--- src/rtl/irq_prio_ctrl_if.sv ---
// Source-to-sink interrupt request channel: a held request with a vector, a priority and a
// snapshot of the pending sources, plus the sink's acknowledge and the source's error flag.
interface irq_prio_ctrl_if #(
    parameter int N      = 32,
    parameter int PRIO_W = 0
);
    localparam int VEC_W = (N <= 1) ? 1 : $clog2(N);
    localparam int PW    = (PRIO_W == 0) ? 1 : PRIO_W;

    logic             irq_valid;
    logic [VEC_W-1:0] irq_vector;
    logic [PW-1:0]    irq_prio;
    logic [N-1:0]     irq_pending;
    logic             irq_ack;
    logic [VEC_W-1:0] irq_ack_vector;
    logic             ack_err;

    modport master (
        output irq_valid, irq_vector, irq_prio, irq_pending, ack_err,
        input  irq_ack, irq_ack_vector
    );

    modport slave (
        input  irq_valid, irq_vector, irq_prio, irq_pending, ack_err,
        output irq_ack, irq_ack_vector
    );
endinterface

--- src/rtl/irq_prio_ctrl.sv ---
// Prioritised interrupt source: latches edge events, arbitrates enabled requests and holds the winner
// until acked. A level request shows one edge after it is sampled, an edge request two; a stalled sink freezes all outputs.
module irq_prio_ctrl #(
    parameter int  N      = 32,
    parameter int  PRIO_W = 0,
    localparam int VEC_W  = (N <= 1) ? 1 : $clog2(N),
    localparam int PW     = (PRIO_W == 0) ? 1 : PRIO_W
) (
    input  logic             clk,
    input  logic             rst_n,
    input  logic [N-1:0]     irq_src,
    input  logic             cfg_we,
    input  logic [VEC_W-1:0] cfg_idx,
    input  logic             cfg_en,
    input  logic             cfg_edge,
    input  logic [PW-1:0]    cfg_prio,
    irq_prio_ctrl_if.master  irq
);

    typedef enum logic {IDLE, PRESENT} state_t;

    state_t           state_q, state_d;
    logic [N-1:0]     en_q, edge_sel_q, src_q, edge_pend_q, edge_pend_d;
    logic [PW-1:0]    prio_q   [N];
    logic [PW-1:0]    prio_eff [N];
    logic [N-1:0]     pending, elig, set_mask, clr_mask;
    logic             cfg_wr_ok;
    logic             win_found;
    logic [VEC_W-1:0] win_vec;
    logic [PW-1:0]    win_prio;
    logic [VEC_W-1:0] vector_q;
    logic [PW-1:0]    prio_out_q;
    logic [N-1:0]     pend_out_q;
    logic             ack_err_q;
    logic             load, ack_ok, bad_ack;

    assign cfg_wr_ok = cfg_we && (int'(cfg_idx) < N);

    always_ff @(posedge clk or negedge rst_n) begin
        if (!rst_n) begin
            en_q       <= '0;
            edge_sel_q <= '0;
            for (int i = 0; i < N; i++) prio_q[i] <= '0;
        end else if (cfg_wr_ok) begin
            en_q[cfg_idx]       <= cfg_en;
            edge_sel_q[cfg_idx] <= cfg_edge;
            prio_q[cfg_idx]     <= cfg_prio;
        end
    end

    always_comb begin
        for (int i = 0; i < N; i++) prio_eff[i] = (PRIO_W == 0) ? '0 : prio_q[i];
    end

    // A fresh edge overrides a same-cycle clear so the new event is never lost.
    assign set_mask = edge_sel_q & irq_src & ~src_q;

    always_comb begin
        clr_mask = '0;
        for (int i = 0; i < N; i++)
            clr_mask[i] = ack_ok && edge_sel_q[i] && (vector_q == VEC_W'(i));
    end

    assign edge_pend_d = (edge_pend_q & ~clr_mask) | set_mask;
    assign pending     = (edge_sel_q & edge_pend_q) | (~edge_sel_q & irq_src);
    assign elig        = pending & en_q;

    // Strict greater-than keeps the lowest index on a priority tie.
    always_comb begin
        win_found = 1'b0;
        win_vec   = '0;
        win_prio  = '0;
        for (int i = 0; i < N; i++) begin
            if (elig[i] && (!win_found || prio_eff[i] > win_prio)) begin
                win_found = 1'b1;
                win_vec   = VEC_W'(i);
                win_prio  = prio_eff[i];
            end
        end
    end

    always_ff @(posedge clk or negedge rst_n) begin
        if (!rst_n) state_q <= IDLE;
        else        state_q <= state_d;
    end

    always_comb begin
        state_d = state_q;
        load    = 1'b0;
        ack_ok  = 1'b0;
        bad_ack = 1'b0;
        case (state_q)
            IDLE: begin
                bad_ack = irq.irq_ack;
                if (win_found) begin
                    load    = 1'b1;
                    state_d = PRESENT;
                end
            end
            PRESENT: begin
                if (irq.irq_ack) begin
                    if (irq.irq_ack_vector == vector_q) begin
                        ack_ok  = 1'b1;
                        state_d = IDLE;
                    end else begin
                        bad_ack = 1'b1;
                    end
                end
            end
        endcase
    end

    always_ff @(posedge clk or negedge rst_n) begin
        if (!rst_n) begin
            src_q       <= '0;
            edge_pend_q <= '0;
            vector_q    <= '0;
            prio_out_q  <= '0;
            pend_out_q  <= '0;
            ack_err_q   <= 1'b0;
        end else begin
            src_q       <= irq_src;
            edge_pend_q <= edge_pend_d;
            ack_err_q   <= bad_ack;
            if (load) begin
                vector_q   <= win_vec;
                prio_out_q <= win_prio;
                pend_out_q <= elig;
            end
        end
    end

    assign irq.irq_valid   = (state_q == PRESENT);
    assign irq.irq_vector  = vector_q;
    assign irq.irq_prio    = prio_out_q;
    assign irq.irq_pending = pend_out_q;
    assign irq.ack_err     = ack_err_q;

endmodule

--- src/flat_wrapper.sv ---
// flat-port wrapper written by rule: the top's interface ports become plain ports
module irq_prio_ctrl_flat 
#(
    parameter int  N      = 32,
    parameter int  PRIO_W = 0,
    localparam int VEC_W  = (N <= 1) ? 1 : $clog2(N),
    localparam int PW     = (PRIO_W == 0) ? 1 : PRIO_W
)
  (clk, rst_n, irq_src, cfg_we, cfg_idx, cfg_en, cfg_edge, cfg_prio, irq_irq_valid, irq_irq_vector, irq_irq_prio, irq_irq_pending, irq_ack_err, irq_irq_ack, irq_irq_ack_vector);
  irq_prio_ctrl_if #(.N(N), .PRIO_W(PRIO_W)) irq_i ();
  input  logic clk;
  input  logic rst_n;
  input  logic [N-1:0] irq_src;
  input  logic cfg_we;
  input  logic [VEC_W-1:0] cfg_idx;
  input  logic cfg_en;
  input  logic cfg_edge;
  input  logic [PW-1:0] cfg_prio;
  output wire logic [$bits(irq_i.irq_valid)-1:0] irq_irq_valid;
  output wire logic [$bits(irq_i.irq_vector)-1:0] irq_irq_vector;
  output wire logic [$bits(irq_i.irq_prio)-1:0] irq_irq_prio;
  output wire logic [$bits(irq_i.irq_pending)-1:0] irq_irq_pending;
  output wire logic [$bits(irq_i.ack_err)-1:0] irq_ack_err;
  input wire logic [$bits(irq_i.irq_ack)-1:0] irq_irq_ack;
  input wire logic [$bits(irq_i.irq_ack_vector)-1:0] irq_irq_ack_vector;
  assign irq_irq_valid = irq_i.irq_valid;
  assign irq_irq_vector = irq_i.irq_vector;
  assign irq_irq_prio = irq_i.irq_prio;
  assign irq_irq_pending = irq_i.irq_pending;
  assign irq_ack_err = irq_i.ack_err;
  assign irq_i.irq_ack = irq_irq_ack;
  assign irq_i.irq_ack_vector = irq_irq_ack_vector;
  irq_prio_ctrl #(.N(N), .PRIO_W(PRIO_W)) u_core (.clk(clk), .rst_n(rst_n), .irq_src(irq_src), .cfg_we(cfg_we), .cfg_idx(cfg_idx), .cfg_en(cfg_en), .cfg_edge(cfg_edge), .cfg_prio(cfg_prio), .irq(irq_i));
endmodule
--- config.mk ---
export PLATFORM = sky130hd
export DESIGN_NAME = irq_prio_ctrl_flat
export DESIGN_NICKNAME = d
export VERILOG_FILES = /design/src/rtl/irq_prio_ctrl_if.sv /design/src/rtl/irq_prio_ctrl.sv /design/src/flat_wrapper.sv
export SDC_FILE = /design/constraint.sdc
export NUM_CORES = 1
export LEC_CHECK = 0
export ABC_AREA = 1
export CAP_MARGIN = 10
export CORE_ASPECT_RATIO = 1.1
export CORE_MARGIN = 3
export CORE_UTILIZATION = 55
export DETAILED_ROUTE_END_ITERATION = 7
export PLACE_DENSITY_LB_ADDON = 0.3
export SLEW_MARGIN = 20
export SYNTH_ARGS = -nofsm -noshare
export SYNTH_HDL_FRONTEND = slang
export SYNTH_SLANG_ARGS = --single-unit
--- constraint.sdc ---
create_clock -name clk -period 3.29 [get_ports clk]
set_clock_uncertainty 0.15 [all_clocks]
set_input_delay 0.329 -clock clk [delete_from_list [all_inputs] [get_ports clk]]
set_output_delay 0.329 -clock clk [all_outputs]
set_load 0.02 [all_outputs]
Word level (Yosys, flattened, before mapping)
Cells that the tools add are included.

Magnitude comparators: 2. Eq/ne operators: 32. Muxes and demuxes: 77. Bitwise operators: 12. Reduce and logical (&&, ||, !) cells: 128.

Operator list (number): $and 32x32->32 (6); $mux 5 (30); $logic_and 1x1->1 (96); $not 32->32 (3); $eq 5x5->1 const B (16); $bwmux 32 (2); $or 32x32->32 (2); $mux 1 (42); $eq 5x4->1 const B (8); $logic_not 1->1 (31); $eq 5x3->1 const B (4); $eq 5x2->1 const B (2); $lt 5x6->1 const B (1); $demux 1 s5 (1); $eq 5x1->1 const B (1); $eq 5x5->1 (1); $ge 5x1->1 const B (1); $logic_not 5->1 (1); $pmux 1 s2 (2); $not 1->1 (1).

Bits in registers: 167. Input port bits: 49. Output and inout bits: 40. Logic and storage cells: 259.

Logic depth before layout (Yosys ltp)
Gate-level depths: netlist (run 1).

Depth in word-level cells: 100. Gate-level depth with buffers: 25. Depth with buffers taken out: 25.

Worst setup path after synthesis (run 1)
OpenSTA, ideal clock, no wires.

Path type: flip-flop to flip-flop. Start point: register u_core.edge_sel_q[1]. End point: register u_core.pend_out_q[15] (netlist: u_core.irq.irq_pending[15]). Library setup time: 0.117 ns. Data arrival time: 2.764 ns. Data required time: 3.023 ns. Path slack: 0.259 ns. Cell stages (with the launch flop): 24. Clock period less this slack: 3.031 ns. Path through: dfrtp_1 > inv_1 > nand2_1 > nand3_2 > nand2_2 > nor2_4 > nand4_2 > nor2_2 > nand4_1 > nor2_2 > nand4_2 > nor2_2 > nand4_2 > nor2_2 > nand4_2 > nor2_2 > nand4_2 > nor2_4 > nand4_4 > nor2_2 > nor2_1 > buf_2 > nand2_1 > nand2_1.

Cells in the longest elaborated chain, start to end: 98.

Ends and longest elaborated chain: from (decl) (line irq_prio_ctrl.sv:23) `logic [N-1:0] en_q, edge_sel_q, src_q, edge_pend_q, edge_pend_d;`; from (signal, indexed assignment) (line irq_prio_ctrl.sv:46) `edge_sel_q[cfg_idx] <= cfg_edge;`; $not 32->32 (line irq_prio_ctrl.sv:65) `assign pending = (edge_sel_q & edge_pend_q) | (~edge_sel_q & irq_src);`; $and 32x32->32 (line irq_prio_ctrl.sv:65); $or 32x32->32 * (line irq_prio_ctrl.sv:65); $and 32x32->32 * (line irq_prio_ctrl.sv:66) `assign elig = pending & en_q;`; $logic_and 1x1->1 * (line irq_prio_ctrl.sv:74) `if (elig[i] && (!win_found || prio_eff[i] > win_prio)) begin`; $mux 1 * (line irq_prio_ctrl.sv:74); $logic_not 1->1 (line irq_prio_ctrl.sv:74); $logic_and 1x1->1 (line irq_prio_ctrl.sv:74); [82 not listed]; $logic_not 1->1 (line irq_prio_ctrl.sv:74); $logic_and 1x1->1 (line irq_prio_ctrl.sv:74); $mux 1 * (line irq_prio_ctrl.sv:74); $logic_not 1->1 (line irq_prio_ctrl.sv:74); $logic_and 1x1->1 (line irq_prio_ctrl.sv:74); $mux 1 * (line irq_prio_ctrl.sv:74); $mux 1 * (line irq_prio_ctrl.sv:95) `if (win_found) begin`; $mux 1 * (line irq_prio_ctrl.sv:92) `case (state_q)`; to (signal assigned) (line irq_prio_ctrl.sv:128) `pend_out_q <= elig;`; to (decl) (line irq_prio_ctrl.sv:33) `logic [N-1:0] pend_out_q;`.

Mark *: on every way between the ends. The rest lies on a longest branch, timed or not. A chain may end at the register's enable or synchronous reset.

Worst setup path after layout (run 1)
Start point: register u_core.edge_sel_q[0]. End point: register u_core.pend_out_q[27] (netlist: u_core.irq.irq_pending[27]).

Cells in the longest elaborated chain, start to end: 100.

Ends and longest elaborated chain (line): $not 32->32 (irq_prio_ctrl.sv:65); $and 32x32->32 (irq_prio_ctrl.sv:65); $or 32x32->32 * (irq_prio_ctrl.sv:65); $and 32x32->32 * (irq_prio_ctrl.sv:66); $mux 1 * (irq_prio_ctrl.sv:74); $logic_not 1->1 (irq_prio_ctrl.sv:74); $logic_and 1x1->1 (irq_prio_ctrl.sv:74); $mux 1 * (irq_prio_ctrl.sv:74); [84 not listed]; $logic_not 1->1 (irq_prio_ctrl.sv:74); $logic_and 1x1->1 (irq_prio_ctrl.sv:74); $mux 1 * (irq_prio_ctrl.sv:74); $logic_not 1->1 (irq_prio_ctrl.sv:74); $logic_and 1x1->1 (irq_prio_ctrl.sv:74); $mux 1 * (irq_prio_ctrl.sv:74); $mux 1 * (irq_prio_ctrl.sv:95); $mux 1 * (irq_prio_ctrl.sv:92).

Marked as above.

==> results of run 1 <==
==> flip-flops by register name, indices dropped and copies added (netlist names) <==
register	flops
u_core.edge_sel_q	32
u_core.irq.irq_vector	5
u_core.src_q	32
u_core.irq.irq_valid	1
u_core.en_q	32
u_core.irq.irq_pending	32
u_core.irq.ack_err	1
u_core.edge_pend_q	32
==> stage by stage <==
step	setup WS (ns)	utilization [%]
after detailed placement	-0.447	67.1
final	-0.166	74.0
after global placement	-0.268	67.1
after CTS	-0.0477	71.9
after floorplan	0.259	-
after global routing	-0.375	74.0
==> cells in the mapped netlist, types with 6 or more instances <==
library cell and n:
nand2_1 267, dfrtp_1 167, inv_1 146, o21ai_0 75, nor2_1 70, nor3_1 38
nor4_1 31, o22ai_1 26, nand3_1 19, clkbuf_1 10, nor2_2 6, o32ai_1 6
o41ai_1 6
==> kinds of logic (layout without fill, tap and decap cells) <==
| group | count (synthesis) | count (layout) | share of synthesized area (%) |
|---|---|---|---|
| and+or+nand+nor | 451 | 451 | 26.0 |
| buffers and inverters | 168 | 333 | 8.72 |
| DFF | 167 | 167 | 55.1 |
| AOI/OAI and AO/OA | 129 | 129 | 10.0 |
| other | 1 | 1 | 0.0494 |
| xor gates and xnor gates | 1 | 1 | 0.115 |
==> layer usage <==
layer | GRT usage (%) | vias to the layer above
met4 | 11.3 | 0
met5 | 0 | -
met3 | 6.07 | 54
met1 | 36.4 | 3371
li1 | - | 3270
met2 | 47.5 | 329
==> layout by cell type (no fill, tap or decap), types with 6 or more instances in the layout <==
cell,n
nand2_1,241
dfrtp_1,167
inv_1,145
clkdlybuf4s50_1,85
o21ai_0,75
nor2_1,68
buf_4,54
nor3_1,38
nor4_1,31
o22ai_1,26
nand2_2,23
clkbuf_16,19
nand3_1,18
o32ai_1,6
nor2_2,6
o41ai_1,6
buf_6,6
==> timing repair <==
item,CTS,global route
setup endpoints to repair,37,37
resized for setup,5,39
pin swaps,0,17
buffers inserted,1,13
gates cloned,1,2
hold buffers,1,0
endpoints found under the hold margin,69,0
==> power by group through the flow <==
| stage | sequential, mW | clock (mW) | combinational (mW) |
|---|---|---|---|
| after CTS | 2.70 | 2.06 | 2.00 |
| final | 2.73 | 2.04 | 2.12 |
| after global placement | 2.73 | 0 | 1.93 |
| after floorplan | 2.93 | 0 | 0.810 |
| after global routing | 2.78 | 2.15 | 2.31 |
| after detailed placement | 2.73 | 0 | 1.98 |
==> worst max path at each step <==
| stage | endpoint | slack [ns] | cells past startpoint |
|---|---|---|---|
| final | u_core.irq.irq_pending[27] | -0.17 | 24 |
| after floorplan | u_core.irq.irq_pending[15] | 0.26 | 23 |
| after global routing | u_core.irq.irq_vector[1] | -0.37 | 24 |
| after detailed placement | u_core.irq.irq_pending[29] | -0.45 | 24 |
| after CTS | u_core.irq.irq_pending[29] | -0.05 | 23 |
| after global placement | u_core.irq.irq_pending[7] | -0.27 | 24 |
==> final cells by class <==
| cell class | instances | area, um^2 | area share, % |
|---|---|---|---|
| flip-flops and latches | 167 | 4180 | 42.2 |
| multi-input cells | 582 | 2880 | 29.1 |
| repair buffers | 151 | 1440 | 14.6 |
| inverters | 150 | 563 | 5.69 |
| clock buffers | 19 | 433 | 4.37 |
| well taps | 184 | 230 | 2.33 |
| clock inverters | 13 | 171 | 1.73 |
==> report_table.html, run 1 <==
<table>
<tr><th>Metric</th><th>Value</th></tr>
<tr><th colspan="2">Clock tree</th></tr>
<tr><td>Clock-pin slew on the worst setup and hold paths</td><td>0.07 ns</td></tr>
<tr><td>Inserted Clock Buffers</td><td>17</td></tr>
<tr><td>H-tree Lvls</td><td>4</td></tr>
<tr><td>CTS max path bufs</td><td>2</td></tr>
<tr><td>Clock Tree Root</td><td>clkbuf_16</td></tr>
<tr><td>Clock tree from TritonCTS</td><td>done</td></tr>
<tr><td>Clock insertion delay at the later pin of the skew report</td><td>0.43 ns</td></tr>
<tr><td>Clock sink total</td><td>167</td></tr>
<tr><th colspan="2">Yosys</th></tr>
<tr><td>Synthesized area per cell</td><td>8.28 um^2</td></tr>
<tr><td>Share of the synthesized area in the top cell type</td><td>55.1%</td></tr>
<tr><td>Number of distinct library cells after synthesis</td><td>37</td></tr>
<tr><td>Flip-flop cell with the highest count after synthesis</td><td>dfrtp_1</td></tr>
<tr><td>Share of synthesized flip-flops with an asynchronous set or reset</td><td>100%</td></tr>
<tr><td>Number of synthesized flops with an enable pin</td><td>0</td></tr>
<tr><td>Area of the mapped netlist</td><td>7590 um^2</td></tr>
<tr><td>Mapped Nets</td><td>966</td></tr>
<tr><td>Number of cells produced by synthesis</td><td>917</td></tr>
<tr><td>Dominant cells by area after synthesis</td><td>dfrtp_1, nand2_1, inv_1</td></tr>
<tr><td>Synth area leader</td><td>dfrtp_1</td></tr>
<tr><td>Synthesis Warnings</td><td>0</td></tr>
<tr><td>Synthesis-stage register bit count</td><td>167</td></tr>
<tr><td>Portion of the post-synthesis area used by sequential elements</td><td>55.1%</td></tr>
<tr><th colspan="2">Critical path</th></tr>
<tr><td>Cell type with the highest occurrence count on the critical path</td><td>nor2_4</td></tr>
<tr><td>Crit path kind</td><td>reg -&gt; reg</td></tr>
<tr><td>Cell at the slowest stage of the critical path</td><td>dfrtp_1</td></tr>
<tr><td>Ordered cell list for the critical path</td><td>inv_2, nand2_1, nand3_2, nand2_2, nor2_4, nand4_4, nor2_4, nand4_1, nor2_2, nand4_2, nor2_2, nand4_2, nor2_2, nand4_2, nor2_4, nand4_4, nor2_4, nand4_4, buf_6, o21ai_4, buf_6, clkbuf_16, nand2_1, nand2_1</td></tr>
<tr><td>Arrival time of data at the critical path endpoint</td><td>3.68 ns</td></tr>
<tr><td>Slack of the worst reg-to-reg path</td><td>-0.17 ns</td></tr>
<tr><td>Startpoint Class</td><td>flop</td></tr>
<tr><td>Critical path launch point</td><td>u_core.edge_sel_q[0]</td></tr>
<tr><td>Reg-to-reg critical path startpoint</td><td>u_core.edge_sel_q[0]</td></tr>
<tr><td>FF-to-FF path depth</td><td>24</td></tr>
<tr><td>Kind of cell adding the most delay to the critical path</td><td>simple AND/OR/NAND/NOR gates</td></tr>
<tr><td>CP required</td><td>3.51 ns</td></tr>
<tr><td>CP Capture Type</td><td>flop</td></tr>
<tr><td>Number of buffers and inverters on the critical path</td><td>4</td></tr>
<tr><td>Worst stage delay on the critical path</td><td>0.42 ns</td></tr>
<tr><td>Worst Path Max Fanout</td><td>13</td></tr>
<tr><td>R2r endpoint</td><td>u_core.irq.irq_pending[27]</td></tr>
<tr><th colspan="2">STA</th></tr>
<tr><td>Post-layout worst setup margin</td><td>-0.166 ns</td></tr>
<tr><td>RSZ-0062 raised after global routing</td><td>yes</td></tr>
<tr><td>Minimum period implied by the final worst setup slack</td><td>3.46 ns</td></tr>
<tr><td>Worst hold margin</td><td>0.203 ns</td></tr>
<tr><td>Timing-limited maximum frequency</td><td>289 MHz</td></tr>
<tr><td>Period utilisation layout</td><td>105%</td></tr>
<tr><td>Setup violators final</td><td>37</td></tr>
<tr><td>Pins over their slew limit</td><td>0</td></tr>
<tr><td>Normalized max-slew margin</td><td>42.4%</td></tr>
<tr><td>Total Negative Setup Slacks</td><td>-5.02 ns</td></tr>
<tr><td>Slew at the pin closest to its max-slew limit</td><td>0.863 ns</td></tr>
<tr><td>Final hold violation count</td><td>0</td></tr>
<tr><th colspan="2">Drt</th></tr>
<tr><td>Wire length reported by the detailed router</td><td>21.4 mm</td></tr>
<tr><td>Top routing layer in use</td><td>met4</td></tr>
<tr><td>Total met3 wirelength after detailed routing</td><td>1.78 mm</td></tr>
<tr><td>Total length of routed met2 wires</td><td>10.4 mm</td></tr>
<tr><td>Met1 layer wirelength in the final routing</td><td>8.51 mm</td></tr>
<tr><td>Avg Vias per Cell</td><td>5.55</td></tr>
<tr><td>Number of DRC violations after detailed routing</td><td>0</td></tr>
<tr><td>Count of antenna-violating nets left after detailed routing</td><td>0</td></tr>
<tr><td>Number of iterations in the first detailed-routing pass</td><td>6</td></tr>
<tr><td>Average wire length per cell after detail routing</td><td>16.9 um</td></tr>
<tr><td>Initial detailed-routing violation count</td><td>660</td></tr>
<tr><td>Count of vias placed by the detailed router</td><td>7024</td></tr>
<tr><th colspan="2">Pwr</th></tr>
<tr><td>Sequential share of power</td><td>39.6%</td></tr>
<tr><td>Switching power</td><td>2.36 mW</td></tr>
<tr><td>Proportion of power drawn by the clock network</td><td>29.6%</td></tr>
<tr><td>Leakage</td><td>4.72 nW</td></tr>
<tr><td>Post-layout power</td><td>6.89 mW</td></tr>
<tr><td>Switch share</td><td>34.3%</td></tr>
<tr><td>Int Power</td><td>4.53 mW</td></tr>
<tr><td>Peak supply drop</td><td>0.000399 V</td></tr>
<tr><td>Ratio of total power to cell area</td><td>696 nW/um^2</td></tr>
<tr><td>Combinational share of power</td><td>30.7%</td></tr>
<tr><th colspan="2">GRT</th></tr>
<tr><td>Number of global-route vias before repair</td><td>6708</td></tr>
<tr><td>Largest net degree at the start of global routing</td><td>73</td></tr>
<tr><td>Remaining global-route overflow</td><td>0</td></tr>
<tr><td>Number of antenna violations at the first check in global routing</td><td>0</td></tr>
<tr><td>Wire length of the first global-routing pass</td><td>33.6 mm</td></tr>
<tr><td>Global router's overall resource usage</td><td>28.3%</td></tr>
<tr><th colspan="2">Run</th></tr>
<tr><td>Maxcap violations</td><td>0</td></tr>
<tr><th colspan="2">Cells and area</th></tr>
<tr><td>Layout cell share with drive strength beyond 1</td><td>13.7%</td></tr>
<tr><td>Signed area change from the synthesized netlist to the final layout</td><td>30.4%</td></tr>
<tr><td>Antenna cells</td><td>0</td></tr>
<tr><td>Final non-filler cell area</td><td>9900 um^2</td></tr>
<tr><td>Count of filler cells inserted in the layout</td><td>968</td></tr>
<tr><td>Final non-filler cell total</td><td>1266</td></tr>
<tr><td>Number of nets in the finished design</td><td>1118</td></tr>
<tr><th colspan="2">Worst hold path</th></tr>
<tr><td>Source of the worst hold timing path</td><td>irq_src[2]</td></tr>
<tr><td>Hold endpoint</td><td>u_core.src_q[2]</td></tr>
<tr><td>Hold/Removal Path Class</td><td>in -&gt; reg</td></tr>
<tr><td>Cell depth of the worst hold path</td><td>1</td></tr>
<tr><th colspan="2">Placed design</th></tr>
<tr><td>Half-perimeter wire length of the detailed placement result</td><td>14.8 mm</td></tr>
<tr><td>DP Cell Count</td><td>1216</td></tr>
<tr><td>Final weighted congestion in routability-driven placement</td><td>0.981</td></tr>
<tr><td>Buffers on Ports</td><td>86</td></tr>
<tr><td>DP Area</td><td>8980 um^2</td></tr>
<tr><th colspan="2">Die</th></tr>
<tr><td>Die W</td><td>118 um</td></tr>
<tr><td>Effective utilization at floorplan</td><td>56.7%</td></tr>
<tr><td>Area of the core</td><td>13400 um^2</td></tr>
<tr><td>Die extent in y</td><td>129 um</td></tr>
<tr><td>Count of boundary I/O pins</td><td>89</td></tr>
<tr><td>Number of placement rows</td><td>44</td></tr>
<tr><td>Die ar.</td><td>15200 um^2</td></tr>
<tr><th colspan="2">Outcome</th></tr>
<tr><td>Run status</td><td>complete, but fails checks</td></tr>
<tr><td>Violations in the final reports</td><td>negative setup slack</td></tr>
</table>
Power figures use the tool's default switching activity.
==> run 2: changes to the inputs <==
--- a/config.mk
+++ b/config.mk
@@ -10,6 +10,7 @@
 export CORE_ASPECT_RATIO = 1.1
 export CORE_MARGIN = 3
 export CORE_UTILIZATION = 55
+export CTS_CLUSTER_DIAMETER = 150
 export DETAILED_ROUTE_END_ITERATION = 7
 export PLACE_DENSITY_LB_ADDON = 0.3
 export SLEW_MARGIN = 20
==> results of run 2 <==
The final DEF is identical to that of run 1; final timing and power are the same.
==> run 3: changes to the inputs <==
--- a/config.mk
+++ b/config.mk
@@ -9,7 +9,8 @@
 export CAP_MARGIN = 10
 export CORE_ASPECT_RATIO = 1.1
 export CORE_MARGIN = 3
-export CORE_UTILIZATION = 55
+export CORE_UTILIZATION = 35
+export CTS_BUF_LIST = sky130_fd_sc_hd__clkbuf_8
 export CTS_CLUSTER_DIAMETER = 150
 export DETAILED_ROUTE_END_ITERATION = 7
 export PLACE_DENSITY_LB_ADDON = 0.3
==> run 3 against run 2 <==
First-iteration DRC count decreased by 5.3%. Cell area is 1.2% higher. Via count down 3.6%. Sequential power is essentially flat. Non-clock buffer count increased by 18. Combinational power rose by 2%. The run still ends with negative setup slack left. Sequential share of layout area shrank 0.49 points. Fmax increased by 4.6%. Die area rose by 54%.
==> report_table.html, run 3 (same netlist as run 1, synthesis figures left out) <==
<table>
<tr><th>Metric</th><th>Value</th></tr>
<tr><th colspan="2">Outcome</th></tr>
<tr><td>Run status</td><td>complete, but fails checks</td></tr>
<tr><td>Violations in the final reports</td><td>negative setup slack</td></tr>
<tr><th colspan="2">Drt</th></tr>
<tr><td>Avg Vias per Cell</td><td>4.89 (-12%)</td></tr>
<tr><td>Average wire length per cell after detail routing</td><td>16.4 um (-2.8%)</td></tr>
<tr><td>Count of antenna-violating nets left after detailed routing</td><td>0 (unchanged)</td></tr>
<tr><td>Count of vias placed by the detailed router</td><td>6773 (-3.6%)</td></tr>
<tr><td>Number of iterations in the first detailed-routing pass</td><td>5 (-1)</td></tr>
<tr><td>Wire length reported by the detailed router</td><td>22.7 mm (+6.3%)</td></tr>
<tr><td>Number of DRC violations after detailed routing</td><td>0 (unchanged)</td></tr>
<tr><td>Initial detailed-routing violation count</td><td>625 (-5.3%)</td></tr>
<tr><th colspan="2">Clock tree</th></tr>
<tr><td>Clock sink total</td><td>167 (unchanged)</td></tr>
<tr><td>Inserted Clock Buffers</td><td>17 (unchanged)</td></tr>
<tr><td>Clock-pin slew on the worst setup and hold paths</td><td>0.09 ns (+0.02 ns)</td></tr>
<tr><td>Clock insertion delay at the later pin of the skew report</td><td>0.47 ns (+0.04 ns)</td></tr>
<tr><td>Clock Tree Root</td><td>clkbuf_8</td></tr>
<tr><td>Clock tree from TritonCTS</td><td>done</td></tr>
<tr><td>CTS max path bufs</td><td>2 (unchanged)</td></tr>
<tr><td>H-tree Lvls</td><td>4 (unchanged)</td></tr>
<tr><th colspan="2">Die</th></tr>
<tr><td>Effective utilization at floorplan</td><td>36.3% (-20 points)</td></tr>
<tr><td>Count of boundary I/O pins</td><td>89 (unchanged)</td></tr>
<tr><td>Area of the core</td><td>20900 um^2 (+56%)</td></tr>
<tr><td>Die extent in y</td><td>160 um (+24%)</td></tr>
<tr><td>Die ar.</td><td>23500 um^2 (+54%)</td></tr>
<tr><td>Number of placement rows</td><td>55 (+25%)</td></tr>
<tr><td>Die W</td><td>146 um (+24%)</td></tr>
<tr><th colspan="2">Cells and area</th></tr>
<tr><td>Most frequent cells in the layout</td><td>nand2_1, dfrtp_1, inv_1, clkdlybuf4s50_1, o21ai_0</td></tr>
<tr><td>Antenna cells</td><td>0 (unchanged)</td></tr>
<tr><td>Final non-filler cell total</td><td>1385 (+9.4%)</td></tr>
<tr><td>Number of nets in the finished design</td><td>1136 (+1.6%)</td></tr>
<tr><td>Signed area change from the synthesized netlist to the final layout</td><td>31.9%</td></tr>
<tr><td>Register Area</td><td>4180 um^2 (unchanged)</td></tr>
<tr><td>Layout cell share with drive strength beyond 1</td><td>13.9% (+0.23 points)</td></tr>
<tr><td>Count of filler cells inserted in the layout</td><td>2055 (+110%)</td></tr>
<tr><td>Final non-filler cell area</td><td>10000 um^2 (+1.2%)</td></tr>
<tr><td>Commonest non-fill, non-tap cell in the layout</td><td>nand2_1</td></tr>
<tr><td>Area taken by multi-input logic gates</td><td>2860 um^2 (-0.52%)</td></tr>
<tr><th colspan="2">Critical path</th></tr>
<tr><td>Cell type with the highest occurrence count on the critical path</td><td>nor2_4</td></tr>
<tr><td>CP required</td><td>3.50 ns (about the same)</td></tr>
<tr><td>Cell at the slowest stage of the critical path</td><td>dfrtp_1</td></tr>
<tr><td>Worst stage delay on the critical path</td><td>0.41 ns (about the same)</td></tr>
<tr><td>Startpoint Class</td><td>flop</td></tr>
<tr><td>Ordered cell list for the critical path</td><td>inv_2, nand2_2, nand3_4, nand2_2, nor2_4, nand4_4, nor2_4, nand4_1, nor2_4, nand4_4, nor2_4, nand4_2, nor2_2, nand4_2, nor2_2, nand4_2, nor2_4, nand4_4, buf_6, nor2_4, nor2_4, buf_6, nand2_1, nand2_1</td></tr>
<tr><td>CP Capture Type</td><td>flop</td></tr>
<tr><td>Arrival time of data at the critical path endpoint</td><td>3.51 ns (-0.17 ns)</td></tr>
<tr><td>Worst Path Max Fanout</td><td>11 (-2)</td></tr>
<tr><td>Crit path kind</td><td>reg -&gt; reg</td></tr>
<tr><th colspan="2">Pwr</th></tr>
<tr><td>Ratio of total power to cell area</td><td>640 nW/um^2 (-8.1%)</td></tr>
<tr><td>Leakage</td><td>4.79 nW (+1.6%)</td></tr>
<tr><td>Peak supply drop</td><td>0.000245 V (-38%)</td></tr>
<tr><th colspan="2">STA</th></tr>
<tr><td>Slew at the pin closest to its max-slew limit</td><td>0.761 ns (-0.102 ns)</td></tr>
<tr><td>Setup violators final</td><td>11 (-70%)</td></tr>
<tr><td>RSZ-0062 raised after global routing</td><td>yes</td></tr>
<tr><td>Pins over their slew limit</td><td>0 (unchanged)</td></tr>
<tr><td>Period utilisation layout</td><td>100% (-4.6 points)</td></tr>
<tr><td>Normalized max-slew margin</td><td>49.2% (+6.8 points)</td></tr>
<tr><td>Post-layout worst setup margin</td><td>-0.0130 ns (+0.153 ns)</td></tr>
<tr><td>Timing-limited maximum frequency</td><td>303 MHz (+4.6%)</td></tr>
<tr><td>Final hold violation count</td><td>0 (unchanged)</td></tr>
<tr><td>Minimum period implied by the final worst setup slack</td><td>3.30 ns (-0.153 ns)</td></tr>
<tr><th colspan="2">Placed design</th></tr>
<tr><td>Final weighted congestion in routability-driven placement</td><td>0.900 (-8.3%)</td></tr>
<tr><td>DP Area</td><td>9190 um^2 (+2.4%)</td></tr>
<tr><td>DP Cell Count</td><td>1329 (+9.3%)</td></tr>
<tr><td>Half-perimeter wire length of the detailed placement result</td><td>15.7 mm (+5.8%)</td></tr>
<tr><td>Buffers on Ports</td><td>86 (unchanged)</td></tr>
<tr><th colspan="2">GRT</th></tr>
<tr><td>Global router's overall resource usage</td><td>18.9% (-9.4 points)</td></tr>
<tr><td>Wire length of the first global-routing pass</td><td>34.8 mm (+3.4%)</td></tr>
<tr><td>Number of global-route vias before repair</td><td>6548 (-2.4%)</td></tr>
<tr><td>Largest net degree at the start of global routing</td><td>79 (+8.2%)</td></tr>
<tr><td>Remaining global-route overflow</td><td>0 (unchanged)</td></tr>
<tr><td>Number of antenna violations at the first check in global routing</td><td>0 (unchanged)</td></tr>
<tr><th colspan="2">Run</th></tr>
<tr><td>Maxcap violations</td><td>0 (unchanged)</td></tr>
<tr><th colspan="2">Worst hold path</th></tr>
<tr><td>Hold/Removal Path Class</td><td>in -&gt; reg</td></tr>
</table>
[run 3: cell types whose count changed in the layout (fill, tap and decap cells not counted), moves of 4 or more]
| cell | change |
|---|---|
| clkbuf_8 | +18 |
| nand2_2 | -8 |
| nor2_2 | -4 |
| buf_4 | +13 |
| nand2_1 | +11 |
| clkbuf_16 | -15 |
[run 3: metal layers]
metal / vias to the layer above / GRT usage [%] / wire [um] / part of all wire, %
met4: 0 / 7.01 / 660 / 2.9
met3: 39 / 4.23 / 1290 / 5.7
li1: 3301 / - / - / -
met1: 3240 / 25.4 / 10400 / 46
met5: - / 0 / 0 / 0
met2: 193 / 30.0 / 10400 / 46
[run 3: what timing repair did]
| item | CTS | global route |
|---|---|---|
| cloned | 0 | 7 |
| resized for setup | 1 | 37 |
| hold buffers | 1 | 0 |
| setup endpoints to repair | 24 | 37 |
| pin swaps | 0 | 6 |
| buffers inserted | 0 | 16 |
| endpoints found under the hold margin | 76 | 0 |
[run 3: worst paths after layout]
check	from	cells past startpoint	to	slack, ns
max	u_core.edge_sel_q[0]	24	u_core.irq.irq_pending[22]	-0.01
min	irq_src[2]	1	u_core.src_q[2]	0.17
max reg2reg	u_core.edge_sel_q[0]	24	u_core.irq.irq_pending[22]	-0.01
min reg2reg	u_core.src_q[27]	1	u_core.edge_pend_q[27]	0.28
max in group asynchronous	rst_n	3	u_core.src_q[5]	1.95
min in group asynchronous	rst_n	2	u_core.irq.irq_pending[26]	0.30
[run 3: critical path, delay by kind of cell (launching register included)]
| kind | cells | cell delay [ns] |
|---|---|---|
| flops | 1 | 0.41 |
| simple gates | 21 | 2.24 |
| buf+inv | 3 | 0.37 |
[run 3: through the flow]
stage | setup slack [ns] | total power, mW | util (%) | hold WS (ns) | TNS (ns)
floorplan | 0.259 | 3.74 | - | -0.117 | 0
global placement | -0.313 | 4.73 | 43.9 | 0.264 | -10.59
detailed placement | -0.347 | 4.75 | 43.9 | 0.271 | -12.22
CTS | 0.00441 | 6.30 | 46.0 | 0.146 | 0
global route | -0.240 | 6.79 | 47.9 | 0.156 | -7.85
finish | -0.0130 | 6.41 | 47.9 | 0.175 | -0.0623
[run 3: final cells by class]
| cell class | instances | area share, % |
|---|---|---|
| tap | 285 | 3.56 |
| inverter | 150 | 5.62 |
| clock buffer | 18 | 2.47 |
| sequential | 167 | 41.7 |
| clock inverter | 14 | 1.59 |
| timing repair buffer | 169 | 16.4 |
| multi-input combinational | 582 | 28.6 |
[run 3: where the power goes]
| part | switching (mW) | internal (mW) |
|---|---|---|
| registers | 0.280 | 2.43 |
| logic | 1.24 | 0.916 |
| clock network | 0.769 | 0.765 |
| total | 2.29 | 4.11 |
